`src/rtl/frame_scanout_reader.sv`:
```
// frame_scanout_reader: front-buffer scanout with RGB332 expansion and tear-free front/back swap.
// Optional SCANOUT_BORDER_EN forces a white border on the frame edge.
module frame_scanout_reader #(
    parameter int H_ACTIVE   = 640,
    parameter int V_ACTIVE   = 480,
    parameter int ADDR_W     = 20,
    parameter int RD_LATENCY = 2
) (
    input  logic              Clk,
    input  logic              Reset,
    input  logic [9:0]        DrawX,
    input  logic [9:0]        DrawY,
    input  logic              display_en,
    input  logic              frame_end,
    input  logic              swap_req,
    output logic              swap_ack,
    output logic              front_buf,
    output logic              rd_en,
    output logic [ADDR_W-1:0] rd_addr,
    input  logic [7:0]        rd_data,
    output logic [7:0]        Red,
    output logic [7:0]        Green,
    output logic [7:0]        Blue,
    output logic              pix_valid
);
    localparam logic [9:0]        H_LIM    = 10'(H_ACTIVE);
    localparam logic [9:0]        V_LIM    = 10'(V_ACTIVE);
    localparam logic [ADDR_W-1:0] FRAME_SZ = ADDR_W'(H_ACTIVE * V_ACTIVE);
    localparam logic [ADDR_W-1:0] LINE_SZ  = ADDR_W'(H_ACTIVE);

    typedef enum logic {IDLE, PENDING} state_t;

    state_t              state_q;
    logic                swap_ack_q, front_buf_q, rd_en_q, rd_en_d, vld, border;
    logic [ADDR_W-1:0]   rd_addr_q, rd_addr_d;
    logic [RD_LATENCY-1:0] vld_q;
    logic [RD_LATENCY+1:0] pv_q;
    logic [7:0]          red_q, green_q, blue_q, red_d, green_d, blue_d;

    assign rd_en_d   = display_en && DrawX < H_LIM && DrawY < V_LIM;
    assign rd_addr_d = (front_buf_q ? FRAME_SZ : '0) + ADDR_W'(DrawY) * LINE_SZ + ADDR_W'(DrawX);
    assign vld       = vld_q[RD_LATENCY-1];

`ifdef SCANOUT_BORDER_EN
    logic [RD_LATENCY:0][9:0] x_q, y_q;

    // coordinates ride alongside the read so they line up with rd_data
    always_ff @(posedge Clk or posedge Reset) begin
        if (Reset) begin
            x_q <= '0;
            y_q <= '0;
        end else begin
            x_q <= {x_q[RD_LATENCY-1:0], DrawX};
            y_q <= {y_q[RD_LATENCY-1:0], DrawY};
        end
    end

    assign border = vld && (x_q[RD_LATENCY] == 10'd0 || x_q[RD_LATENCY] == H_LIM - 10'd1 ||
                            y_q[RD_LATENCY] == 10'd0 || y_q[RD_LATENCY] == V_LIM - 10'd1);
`else
    assign border = 1'b0;
`endif

    assign red_d   = border ? 8'hFF : vld ? {rd_data[7:5], rd_data[7:5], rd_data[7:6]} : 8'h00;
    assign green_d = border ? 8'hFF : vld ? {rd_data[4:2], rd_data[4:2], rd_data[4:3]} : 8'h00;
    assign blue_d  = border ? 8'hFF : vld ? {4{rd_data[1:0]}} : 8'h00;

    always_ff @(posedge Clk or posedge Reset) begin
        if (Reset) begin
            rd_en_q   <= 1'b0;
            rd_addr_q <= '0;
            vld_q     <= '0;
            pv_q      <= '0;
            red_q     <= '0;
            green_q   <= '0;
            blue_q    <= '0;
        end else begin
            rd_en_q <= rd_en_d;
            if (rd_en_d) rd_addr_q <= rd_addr_d;
            vld_q   <= RD_LATENCY'({vld_q, rd_en_q});
            pv_q    <= {pv_q[RD_LATENCY:0], display_en};
            red_q   <= red_d;
            green_q <= green_d;
            blue_q  <= blue_d;
        end
    end

    // a request seen during the ack cycle is the one just served, so it is ignored
    always_ff @(posedge Clk or posedge Reset) begin
        if (Reset) begin
            state_q     <= IDLE;
            swap_ack_q  <= 1'b0;
            front_buf_q <= 1'b0;
        end else begin
            swap_ack_q <= 1'b0;
            if (state_q == IDLE) begin
                if (swap_req && !swap_ack_q) state_q <= PENDING;
            end else if (frame_end) begin
                front_buf_q <= ~front_buf_q;
                swap_ack_q  <= 1'b1;
                state_q     <= IDLE;
            end
        end
    end

    assign swap_ack  = swap_ack_q;
    assign front_buf = front_buf_q;
    assign rd_en     = rd_en_q;
    assign rd_addr   = rd_addr_q;
    assign Red       = red_q;
    assign Green     = green_q;
    assign Blue      = blue_q;
    assign pix_valid = pv_q[RD_LATENCY+1];
endmodule
```
`config.mk`:
```
export PLATFORM = sky130hd
export DESIGN_NAME = frame_scanout_reader
export DESIGN_NICKNAME = d
export VERILOG_FILES = /design/src/rtl/frame_scanout_reader.sv
export SDC_FILE = /design/constraint.sdc
export NUM_CORES = 1
export LEC_CHECK = 0
export BUFFER_PORTS_ARGS = -buffer_cell sky130_fd_sc_hd__buf_2
export CAP_MARGIN = 20
export CORE_MARGIN = 5
export CORE_UTILIZATION = 40
export CTS_CLUSTER_SIZE = 24
export DETAILED_ROUTE_END_ITERATION = 16
export GPL_TIMING_DRIVEN = 1
export PLACE_DENSITY = 0.66
export SETUP_SLACK_MARGIN = 0.3
export SLEW_MARGIN = 30
export SYNTH_ARGS = -nofsm -noshare
export SYNTH_HDL_FRONTEND = slang
export SYNTH_SLANG_ARGS = --single-unit
```
`constraint.sdc`:
```
create_clock -name Clk -period 4 [get_ports Clk]
set_clock_uncertainty 0.1 [all_clocks]
set_input_delay 0.2 -clock Clk [delete_from_list [all_inputs] [get_ports Clk]]
set_output_delay 0.2 -clock Clk [all_outputs]
set_load 0.01 [all_outputs]
```
==> run metrics, run 1 <==
DIE AREA 6970 µm²; Final Setup Violations 0; area occupied by multi-input gates 1040 µm²; Mapped Area 2160 µm²; Seq. cell area 951 µm²; clk root buf clkbuf_8; VDD IR max 0.000170 V; top cells by count, synth dfrtp_1 (38), nand2_1 (37), ha_1 (23); final count of hold timing violations 0; max-slew violation count 0; Hold EP rd_addr[3]; CP Launch Type input pin; CP Cell Sequence buf_2, ha_1, ha_1, inv_1, fa_1, nand2b_1, a21oi_1, o31ai_2, nand2b_1, a21oi_1, xnor2_1, ha_1, or4_1, a31oi_1; status finished, final reports clean; Most used DFF post-synth dfrtp_1; synth unique cells 36; Syn Area/Cell 10.1 µm²; synth-to-layout area growth 23.0%; initial antenna violation count 0; Met1 Wirelength 1950 µm; Hold/Removal Path Class in2reg; worst r2r src front_buf; post-CTS sizing 0; DRC violations left 0; 1st-pass router iterations 4; reg2reg path depth 6; CP arrival 3.02 ns; R2R Path End rd_addr[18]; Hold Path Origin DrawX[3]; GP Congestion 0.781; IO Count 81; die width 83.5 µm; static leakage 0.00145 µW; vias in the first global route 1,639; actual slew at the worst max-slew pin 0.478 ns; die height 83.5 µm; Finished Cell Area 2660 µm²; Synth Net Count 271; minimum clock period 2.92 ns; FF-to-FF setup slack 1.78 ns; floorplan core area 5170 µm²; final worst-path cycle share 72.9%; Slew HR 68.1%; Routed Antenna Nets 0; largest net degree at the start of global routing 39; total track usage 12.7%; Max Root-Sink Buffers 2; worst setup path category in2reg; Max-cap violations 0; RSZ-0062 raised after global routing false; number of inserted diodes 0; Worst-Skew Late Latency 0.28 ns; starting DRC count in detailed routing 19; Port-buffer cells 80; Post-DP Area 2530 µm²; #FFs+latches synth 38; TritonCTS clock tree yes; CP max stage delay 0.52 ns; setup bufs post-CTS 0; yosys warns 0; top-count cell post-synth dfrtp_1; Vias/cell 4.63; fraction of layout cells with a size suffix above 1 33.1%; most used cell, CP ha_1; final setup TNS 0 ns; vias 1,654; Met2 Wirelength 1890 µm; fmax 0.343 GHz; fraction of registers with async set/reset 100%; crit path capture type register; CTS sink count 38; Crit path max-delay family adder cells; row cnt 26; leading area contributor after synthesis dfrtp_1; Hold-fix buffers, CTS 4; WP data required 4.10 ns; Starting Density 41.8%; Post-Syn Instances 213; Synth top area share 44.0%; Post-synth EDFFs 0; met3 routed WL 392 µm; Power per Cell Area 461 nW/µm²; cell with the largest stage delay on the worst path or4_1; part of the Yosys area used for sequential elements 44.0%; hold depth 3; final net count 345; number of buffers created by CTS 5; Clock transition at path regs 0.07 ns; GRT Residual Overflow 0; fillers 491; dpl hpwl 3510 µm; Worst Path Buf+Inv 2; worst-path fanout max 3; synth top area cells dfrtp_1 (44%), ha_1 (13%), nand2_1 (6.4%), buf_4 (5.6%), xnor2_1 (3.2%); final WL 4340 µm; first-pass GRT wire length 7340 µm; DR WL/cell 12.1 µm; Top Layer Used met4; H-tree levels 2
[routing by layer]
layer	track usage [%]	vias to the layer above
met2	21.4	70
met5	0	-
met4	5.26	0
met3	3.85	8
li1	-	839
met1	15.0	737
[kinds of logic after synthesis]
logic type                 after synthesis  share of synthesized area [%]
adders and majority gates               25                           15.2
buffers and inverters                   29                           7.82
DFF                                     38                           44.0
xor gates and xnor gates                15                           6.43
AOI/OAI and AO/OA                       34                           10.4
muxes                                    1                          0.463
and+or+nand+nor                         71                           15.7
[placed cells by master (no fill, tap or decap), types with 2 or more instances in the layout]
| master | instances |
|---|---|
| buf_2 | 80 |
| dfrtp_1 | 38 |
| nand2_1 | 37 |
| ha_1 | 23 |
| o21ai_0 | 12 |
| inv_1 | 9 |
| and2_1 | 9 |
| xnor2_1 | 8 |
| nor2_1 | 7 |
| a21oi_1 | 6 |
| xor2_1 | 6 |
| nand2b_1 | 5 |
| clkbuf_8 | 5 |
| dlygate4sd3_1 | 5 |
| a31oi_1 | 4 |
| nor2b_1 | 3 |
| a21o_1 | 2 |
| o21a_1 | 2 |
| or4_1 | 2 |
| o31ai_1 | 2 |
| fa_1 | 2 |
| clkinv_2 | 2 |
| buf_4 | 2 |
[where the power goes]
part | switching, µW | leakage [µW] | internal, µW
combinational | 267 | 0.000927 | 218
sequential | 45.5 | 0.000479 | 459
clock | 118 | 0.0000438 | 117
[per-stage QoR]
stage	setup WS (ns)	utilization (%)	instances	power (µW)	hold WS [ns]
floorplan	1.14	-	213	838	0.131
global placement	0.922	48.9	345	988	0.228
detailed placement	0.826	48.9	345	1000	0.237
CTS	1.12	51.2	356	1250	0.00117
global route	0.930	51.4	357	1340	0.00827
finish	1.08	51.4	357	1220	0.0131
[worst min-delay path, delay by kind of cell]
kind	cells	cell delay [ns]
buffers and inverters	1	0.07
and+or+nand+nor	2	0.09
[cell type report]
type | count | share of cell area (%)
clock inverter | 2 | 0.377
sequential | 38 | 35.8
tap | 70 | 3.30
multi-input combinational | 146 | 39.2
clock buffer | 5 | 2.59
timing repair buffer | 87 | 17.5
inverter | 9 | 1.27
[flip-flops by register name, summed over array words and instances, names as in the netlist]
signal and cells:
swap_ack 1, state_q 1, pv_q 4, Red 3
front_buf 1, rd_addr 20, Green 3, rd_en 1
Blue 2, vld_q 2
[how the worst max path moves through the flow]
stage,slack [ns],to,cells past startpoint,start
after global routing,0.93,rd_addr[18],14,DrawY[1]
after detailed placement,0.83,rd_addr[18],14,DrawY[1]
after floorplan,1.14,rd_addr[18],13,DrawY[1]
after CTS,1.12,rd_addr[18],14,DrawY[1]
final,1.08,rd_addr[18],14,DrawY[1]
after global placement,0.92,rd_addr[18],14,DrawY[1]
Power figures use the tool's default switching activity.
==> run 2: changes to the inputs <==
--- a/config.mk
+++ b/config.mk
@@ -12,7 +12,7 @@
 export CTS_CLUSTER_SIZE = 24
 export DETAILED_ROUTE_END_ITERATION = 16
 export GPL_TIMING_DRIVEN = 1
-export PLACE_DENSITY = 0.66
+export PLACE_DENSITY = 0.69
 export SETUP_SLACK_MARGIN = 0.3
 export SLEW_MARGIN = 30
 export SYNTH_ARGS = -nofsm -noshare
==> constraint.sdc (replaced) <==
create_clock -name Clk -period 2.48 [get_ports Clk]
set_clock_uncertainty 0.1 [all_clocks]
set_input_delay 0.124 -clock Clk [delete_from_list [all_inputs] [get_ports Clk]]
set_output_delay 0.124 -clock Clk [all_outputs]
set_load 0.01 [all_outputs]
==> run 2 against run 1 <==
The flow now finishes with violations (negative setup slack). Flip-flop and latch count unchanged. Sequential power up 62%. Combinational power rose to 2.8 times the previous value. Largest power group is now combinational cells. Critical endpoint unchanged. Global-route usage up 2.7 points. Clock power rose by 110%.
==> run metrics, run 2 (synthesis results as in run 1) <==
status finished, violations left (was finished, final reports clean); failing checks negative setup slack; GRT Residual Overflow 0 (unchanged); total track usage 15.4% (was 12.7%); vias 1,893 (was 1,654); max-slew violation count 0 (unchanged); setup ws final -0.104 ns (was 1.08 ns); Starting Density 41.8% (unchanged); synth-to-layout area growth 57.4% (was 23.0%); fraction of layout cells with a size suffix above 1 48.1% (was 33.1%); Max-cap violations 0 (unchanged); crit path capture type register (unchanged); CP Launch Type input pin (unchanged); final net count 398 (was 345); RSZ-0062 raised after global routing true (was false); Hold EP rd_addr[7] (was rd_addr[3]); Max Root-Sink Buffers 2 (unchanged); area occupied by multi-input gates 1290 µm² (was 1040 µm²); first-pass GRT wire length 8840 µm (was 7340 µm); H-tree levels 2 (unchanged); R2R Path End rd_addr[18] (unchanged); vias in the first global route 1,995 (was 1,639); final setup TNS -0.181 ns (was 0 ns); TritonCTS clock tree yes (unchanged); CTS sink count 38 (unchanged); fmax 0.387 GHz; Hold Path Origin DrawX[7] (was DrawX[3]); Power per Cell Area 780 nW/µm² (was 461 nW/µm²); DR WL/cell 12.8 µm (was 12.1 µm); cell with the largest stage delay on the worst path or4_4 (was or4_1); final worst-path cycle share 104%; Largest register FFs 20 (unchanged); die height 83.5 µm (unchanged); worst setup path category in2reg (unchanged); Slew HR 59.8% (was 68.1%); CP max stage delay 0.53 ns (was 0.52 ns); actual slew at the worst max-slew pin 0.599 ns (was 0.478 ns); clk root buf clkbuf_8 (unchanged); largest net degree at the start of global routing 39 (unchanged); CP Cell Sequence buf_8, ha_4, ha_4, inv_2, fa_2, nand2b_4, a21oi_4, o31ai_4, nand2b_1, a21oi_2, xnor2_1, ha_1, or4_4, a31oi_1 (was buf_2, ha_1, ha_1, inv_1, fa_1, nand2b_1, a21oi_1, o31ai_2, nand2b_1, a21oi_1, xnor2_1, ha_1, or4_1, a31oi_1); most used cell, CP ha_4 (was ha_1); row cnt 26 (unchanged); leading cell type in the layout, fill and taps excluded buf_2 (unchanged); Routed Antenna Nets 0 (unchanged); DIE AREA 6970 µm² (unchanged); DRC violations left 0 (unchanged); worst-path fanout max 2 (was 3); Placed Cells incl. Taps 374 (was 345); final WL 5280 µm (was 4340 µm); FF-to-FF setup slack 0.39 ns (was 1.78 ns); hold depth 4 (was 3); dpl hpwl 3780 µm (was 3510 µm); fillers 370 (was 491); number of buffers created by CTS 5 (unchanged); IO Count 81 (unchanged); Port-buffer cells 80 (unchanged); fin cells 411 (was 357); floorplan core area 5170 µm² (unchanged); Vias/cell 4.61 (was 4.63); starting DRC count in detailed routing 38 (was 19); GP Congestion 0.776 (was 0.781); CP arrival 2.69 ns (was 3.02 ns); VDD IR max 0.000319 V (was 0.000170 V); Hold/Removal Path Class in2reg (unchanged); worst r2r src front_buf (unchanged); minimum clock period 2.58 ns; Design Power 2650 µW (was 1220 µW); static leakage 0.00176 µW (was 0.00145 µW); Worst-Skew Late Latency 0.28 ns (about the same); die width 83.5 µm (unchanged); WP data required 2.59 ns (was 4.10 ns); Final Setup Violations 2 (was 0); number of inserted diodes 0 (unchanged); Seq. cell area 951 µm² (unchanged); final count of hold timing violations 0 (unchanged); Clock transition at path regs 0.07 ns (about the same); 1st-pass router iterations 4 (unchanged); initial antenna violation count 0 (unchanged); reg2reg path depth 6 (unchanged); commonest non-fill, non-tap cells in the layout buf_2 (78), dfrtp_1 (38), nand2_1 (37), buf_4 (36), dlygate4sd3_1 (19) (was buf_2 (80), dfrtp_1 (38), nand2_1 (37), ha_1 (23), o21ai_0 (12))
[run 2: cell count changes in the layout (fill, tap and decap cells not counted), moves of 4 or more]
cell / delta
buf_4: +34
dlygate4sd3_1: +14
ha_1: -8
ha_4: +7
buf_6: +6
o21ai_0: -5
a21oi_1: -4
[run 2: timing repair]
| item | CTS | global route |
|---|---|---|
| endpoints found under the setup margin | 6 | 7 |
| hold endpoints to repair | 55 | 0 |
| buffers inserted | 5 | 5 |
| pin swaps | 21 | 17 |
| gates resized for setup | 20 | 20 |
| hold buffers | 19 | 0 |
[run 2: stage by stage]
step / setup WS, ns / util [%] / hold slack (ns) / cell area (µm²)
final: -0.104 / 65.7 / 0.126 / 3400
after global routing: -0.184 / 65.7 / 0.117 / 3400
after CTS: -0.0101 / 63.1 / 0.102 / 3260
after detailed placement: -0.413 / 54.5 / 0.154 / 2820
after global placement: -0.349 / 54.5 / 0.149 / 2820
after floorplan: -0.180 / - / 0.0554 / 2240
[run 2: final cells by class]
| class | instances | area share [%] |
|---|---|---|
| timing repair buffer | 140 | 27.4 |
| sequential | 38 | 28.0 |
| multi-input combinational | 146 | 37.8 |
| clock buffer | 7 | 2.24 |
| tap | 70 | 2.58 |
| inverter | 9 | 1.07 |
| clock inverter | 1 | 0.883 |
[run 2: layer usage]
layer  track usage, %  part of all wire (%)  vias up
li1                 -                     -      961
met1             15.9                    40      859
met2             28.3                    51       66
met3             4.94                   7.1        7
met4             7.02                   2.0        0
met5                0                     0        -
[run 2: report_power, final]
part / switching (µW) / internal (µW) / leakage (µW)
sequential: 75.6 / 741 / 0.000479
clock: 193 / 301 / 0.0000524
combinational: 620 / 724 / 0.00123
total: 888 / 1770 / 0.00176
[run 2: critical path: cells and delay by family]
kind	cells	cell delay [ns]
xor gates and xnor gates	1	0.13
AOI/OAI and AO/OA	4	0.45
adders and majority gates	4	1.06
buffers and inverters	2	0.13
and+or+nand+nor	3	0.79
[run 2: worst max path at each step]
| stage | depth (start not counted) | to | startpoint |
|---|---|---|---|
| after global placement | 14 | rd_addr[18] | DrawY[3] |
| after CTS | 14 | rd_addr[18] | DrawY[1] |
| final | 14 | rd_addr[18] | DrawY[3] |
| after detailed placement | 14 | rd_addr[18] | DrawY[1] |
| after floorplan | 13 | rd_addr[18] | DrawY[3] |
| after global routing | 14 | rd_addr[18] | DrawY[3] |
==> run 3: changes to the inputs <==
--- a/config.mk
+++ b/config.mk
@@ -7,7 +7,8 @@
 export LEC_CHECK = 0
 export BUFFER_PORTS_ARGS = -buffer_cell sky130_fd_sc_hd__buf_2
 export CAP_MARGIN = 20
-export CORE_MARGIN = 5
+export CORE_ASPECT_RATIO = 0.8
+export CORE_MARGIN = 1.5
 export CORE_UTILIZATION = 40
 export CTS_CLUSTER_SIZE = 24
 export DETAILED_ROUTE_END_ITERATION = 16
==> run 3 against run 2 <==
Register-to-register slack worse by 0.12 ns. Final area decreased by 0.85%. The flow finishes with violations (design-rule violations, negative setup slack). Clock power decreased by 22%.
==> run metrics, run 3 (synthesis results as in run 1) <==
Slew HR 69.4% (was 59.8%); worst setup path category in2reg (unchanged); GRT Residual Overflow 0 (unchanged); Final Setup Violations 1 (was 2); 1st-pass router iterations 10 (was 4); crit path capture type register (unchanged); total track usage 18.2% (was 15.4%); CTS sink count 38 (unchanged); largest net degree at the start of global routing 39 (unchanged); Power per Cell Area 749 nW/µm² (was 780 nW/µm²); H-tree levels 2 (unchanged); die height 68.7 µm (was 83.5 µm); DRC violations left 9 (was 0); static leakage 0.00175 µW (was 0.00176 µW); IO Count 81 (unchanged); minimum clock period 2.56 ns (was 2.58 ns); vias 1,904 (was 1,893); Vias/cell 4.76 (was 4.61); final WL 5480 µm (was 5280 µm); clk root buf clkbuf_8 (unchanged); final worst-path cycle share 103% (was 104%); dpl hpwl 3700 µm (was 3780 µm); WP data required 2.59 ns (about the same); most used cell, CP ha_4 (unchanged); number of buffers created by CTS 5 (unchanged); floorplan core area 5090 µm² (was 5170 µm²); DIE AREA 5850 µm² (was 6970 µm²); VDD IR max 0.000482 V (was 0.000319 V); initial antenna violation count 0 (unchanged); Port-buffer cells 80 (unchanged); GP Congestion 0.837 (was 0.776); number of inserted diodes 0 (unchanged); DR WL/cell 13.7 µm (was 12.8 µm); setup ws final -0.0753 ns (was -0.104 ns); fmax 0.391 GHz (was 0.387 GHz); TritonCTS clock tree yes (unchanged); Worst-Skew Late Latency 0.28 ns (about the same); status finished, violations left (unchanged); final net count 396 (was 398); Routed Antenna Nets 0 (unchanged); Clock transition at path regs 0.07 ns (about the same); worst-path fanout max 2 (unchanged); max-slew violation count 0 (unchanged); Starting Density 42.4% (was 41.8%); failing checks design-rule violations, negative setup slack (was negative setup slack); CP arrival 2.66 ns (was 2.69 ns); actual slew at the worst max-slew pin 0.456 ns (was 0.599 ns); die width 85.2 µm (was 83.5 µm); commonest non-fill, non-tap cells in the layout buf_2 (76), dfrtp_1 (38), nand2_1 (36), buf_4 (36), dlygate4sd3_1 (19) (was buf_2 (78), dfrtp_1 (38), nand2_1 (37), buf_4 (36), dlygate4sd3_1 (19)); row cnt 23 (was 26); fraction of layout cells with a size suffix above 1 48.5% (was 48.1%); first-pass GRT wire length 8200 µm (was 8840 µm); CP max stage delay 0.50 ns (was 0.53 ns); starting DRC count in detailed routing 42 (was 38); Max Root-Sink Buffers 2 (unchanged); CP Cell Sequence buf_8, ha_4, ha_4, inv_2, fa_2, nand2b_4, a21oi_4, o31ai_4, nand2b_1, a21oi_2, xnor2_1, ha_1, or4_1, a31oi_1 (was buf_8, ha_4, ha_4, inv_2, fa_2, nand2b_4, a21oi_4, o31ai_4, nand2b_1, a21oi_2, xnor2_1, ha_1, or4_4, a31oi_1); Hold/Removal Path Class in2reg (unchanged); Largest register FFs 20 (unchanged); CP Launch Type input pin (unchanged); Design Power 2530 µW (was 2650 µW); Max-cap violations 0 (unchanged); RSZ-0062 raised after global routing true (unchanged); vias in the first global route 1,816 (was 1,995); synth-to-layout area growth 56.1% (was 57.4%); leading cell type in the layout, fill and taps excluded buf_2 (unchanged); DP Worst Slack -0.454 ns (was -0.413 ns); cell with the largest stage delay on the worst path or4_1 (was or4_4); final count of hold timing violations 0 (unchanged)
==> run 3: cell count changes in the layout (fill, tap and decap cells not counted), sizes merged <==
cell,previous run,this run
buf,121,119
bufinv,1,0
clkbuf,7,5
clkinv,0,2
==> run 3: cell type report <==
| class | instances | area [µm²] |
|---|---|---|
| Clock inverter | 2 | 10.0 |
| Sequential cell | 38 | 951 |
| Clock buffer | 5 | 68.8 |
| Multi-Input combinational cell | 146 | 1300 |
| Timing Repair Buffer | 138 | 927 |
| Tap cell | 62 | 77.6 |
| Inverter | 9 | 33.8 |
| Fill cell | 381 | 1720 |
==> run 3: worst paths after layout <==
check                         endpoint  slack [ns]  depth (start not counted)       from
setup / recovery           rd_addr[18]       -0.08                         14   DrawY[3]
hold / removal              rd_addr[7]        0.14                          4   DrawX[7]
setup reg to reg           rd_addr[18]        0.27                          6  front_buf
hold reg to reg                pv_q[1]        0.25                          0    pv_q[0]
max in group asynchronous      Blue[6]        1.56                          4      Reset
min in group asynchronous   rd_addr[7]        0.40                          4      Reset
==> run 3: timing repair <==
item,in CTS,in global routing
endpoints found under the setup margin,6,7
buffers inserted,3,4
gates resized for setup,15,30
pin swaps,22,18
hold endpoints to repair,55,0
hold buffers,19,0
gates cloned,0,0
==> run 3: metrics by stage <==
stage	util (%)	hold slack (ns)	std cells	setup TNS (ns)	instance area, µm²
after floorplan	-	0.0554	213	-0.180	2240
after global placement	55.3	0.162	367	-0.956	2820
after detailed placement	55.3	0.162	367	-1.41	2820
after CTS	62.8	0.116	396	-0.0280	3200
after global routing	66.2	0.133	400	-0.361	3370
final	66.2	0.136	400	-0.0753	3370
==> run 3: power breakdown <==
| group | switching, µW | total [µW] | internal [µW] |
|---|---|---|---|
| combinational | 610 | 1310 | 702 |
| clock | 198 | 387 | 188 |
| sequential | 86.7 | 827 | 740 |
| total | 895 | 2530 | 1630 |
==> run 3: worst max-delay path: cells and delay by family <==
kind	cells	cell delay, ns
fa+ha+maj	4	1.04
compound gates	4	0.48
simple gates	3	0.76
xor+xnor	1	0.12
buf+inv	2	0.13
==> run 3: metal layers <==
metal	wire (µm)	global-route usage (%)	part of all wire (%)	vias up
met5	0	0	0	-
met3	243	4.05	4.4	10
met4	102	5.12	1.9	0
li1	-	-	-	949
met1	2310	21.8	42	890
met2	2830	33.3	52	55
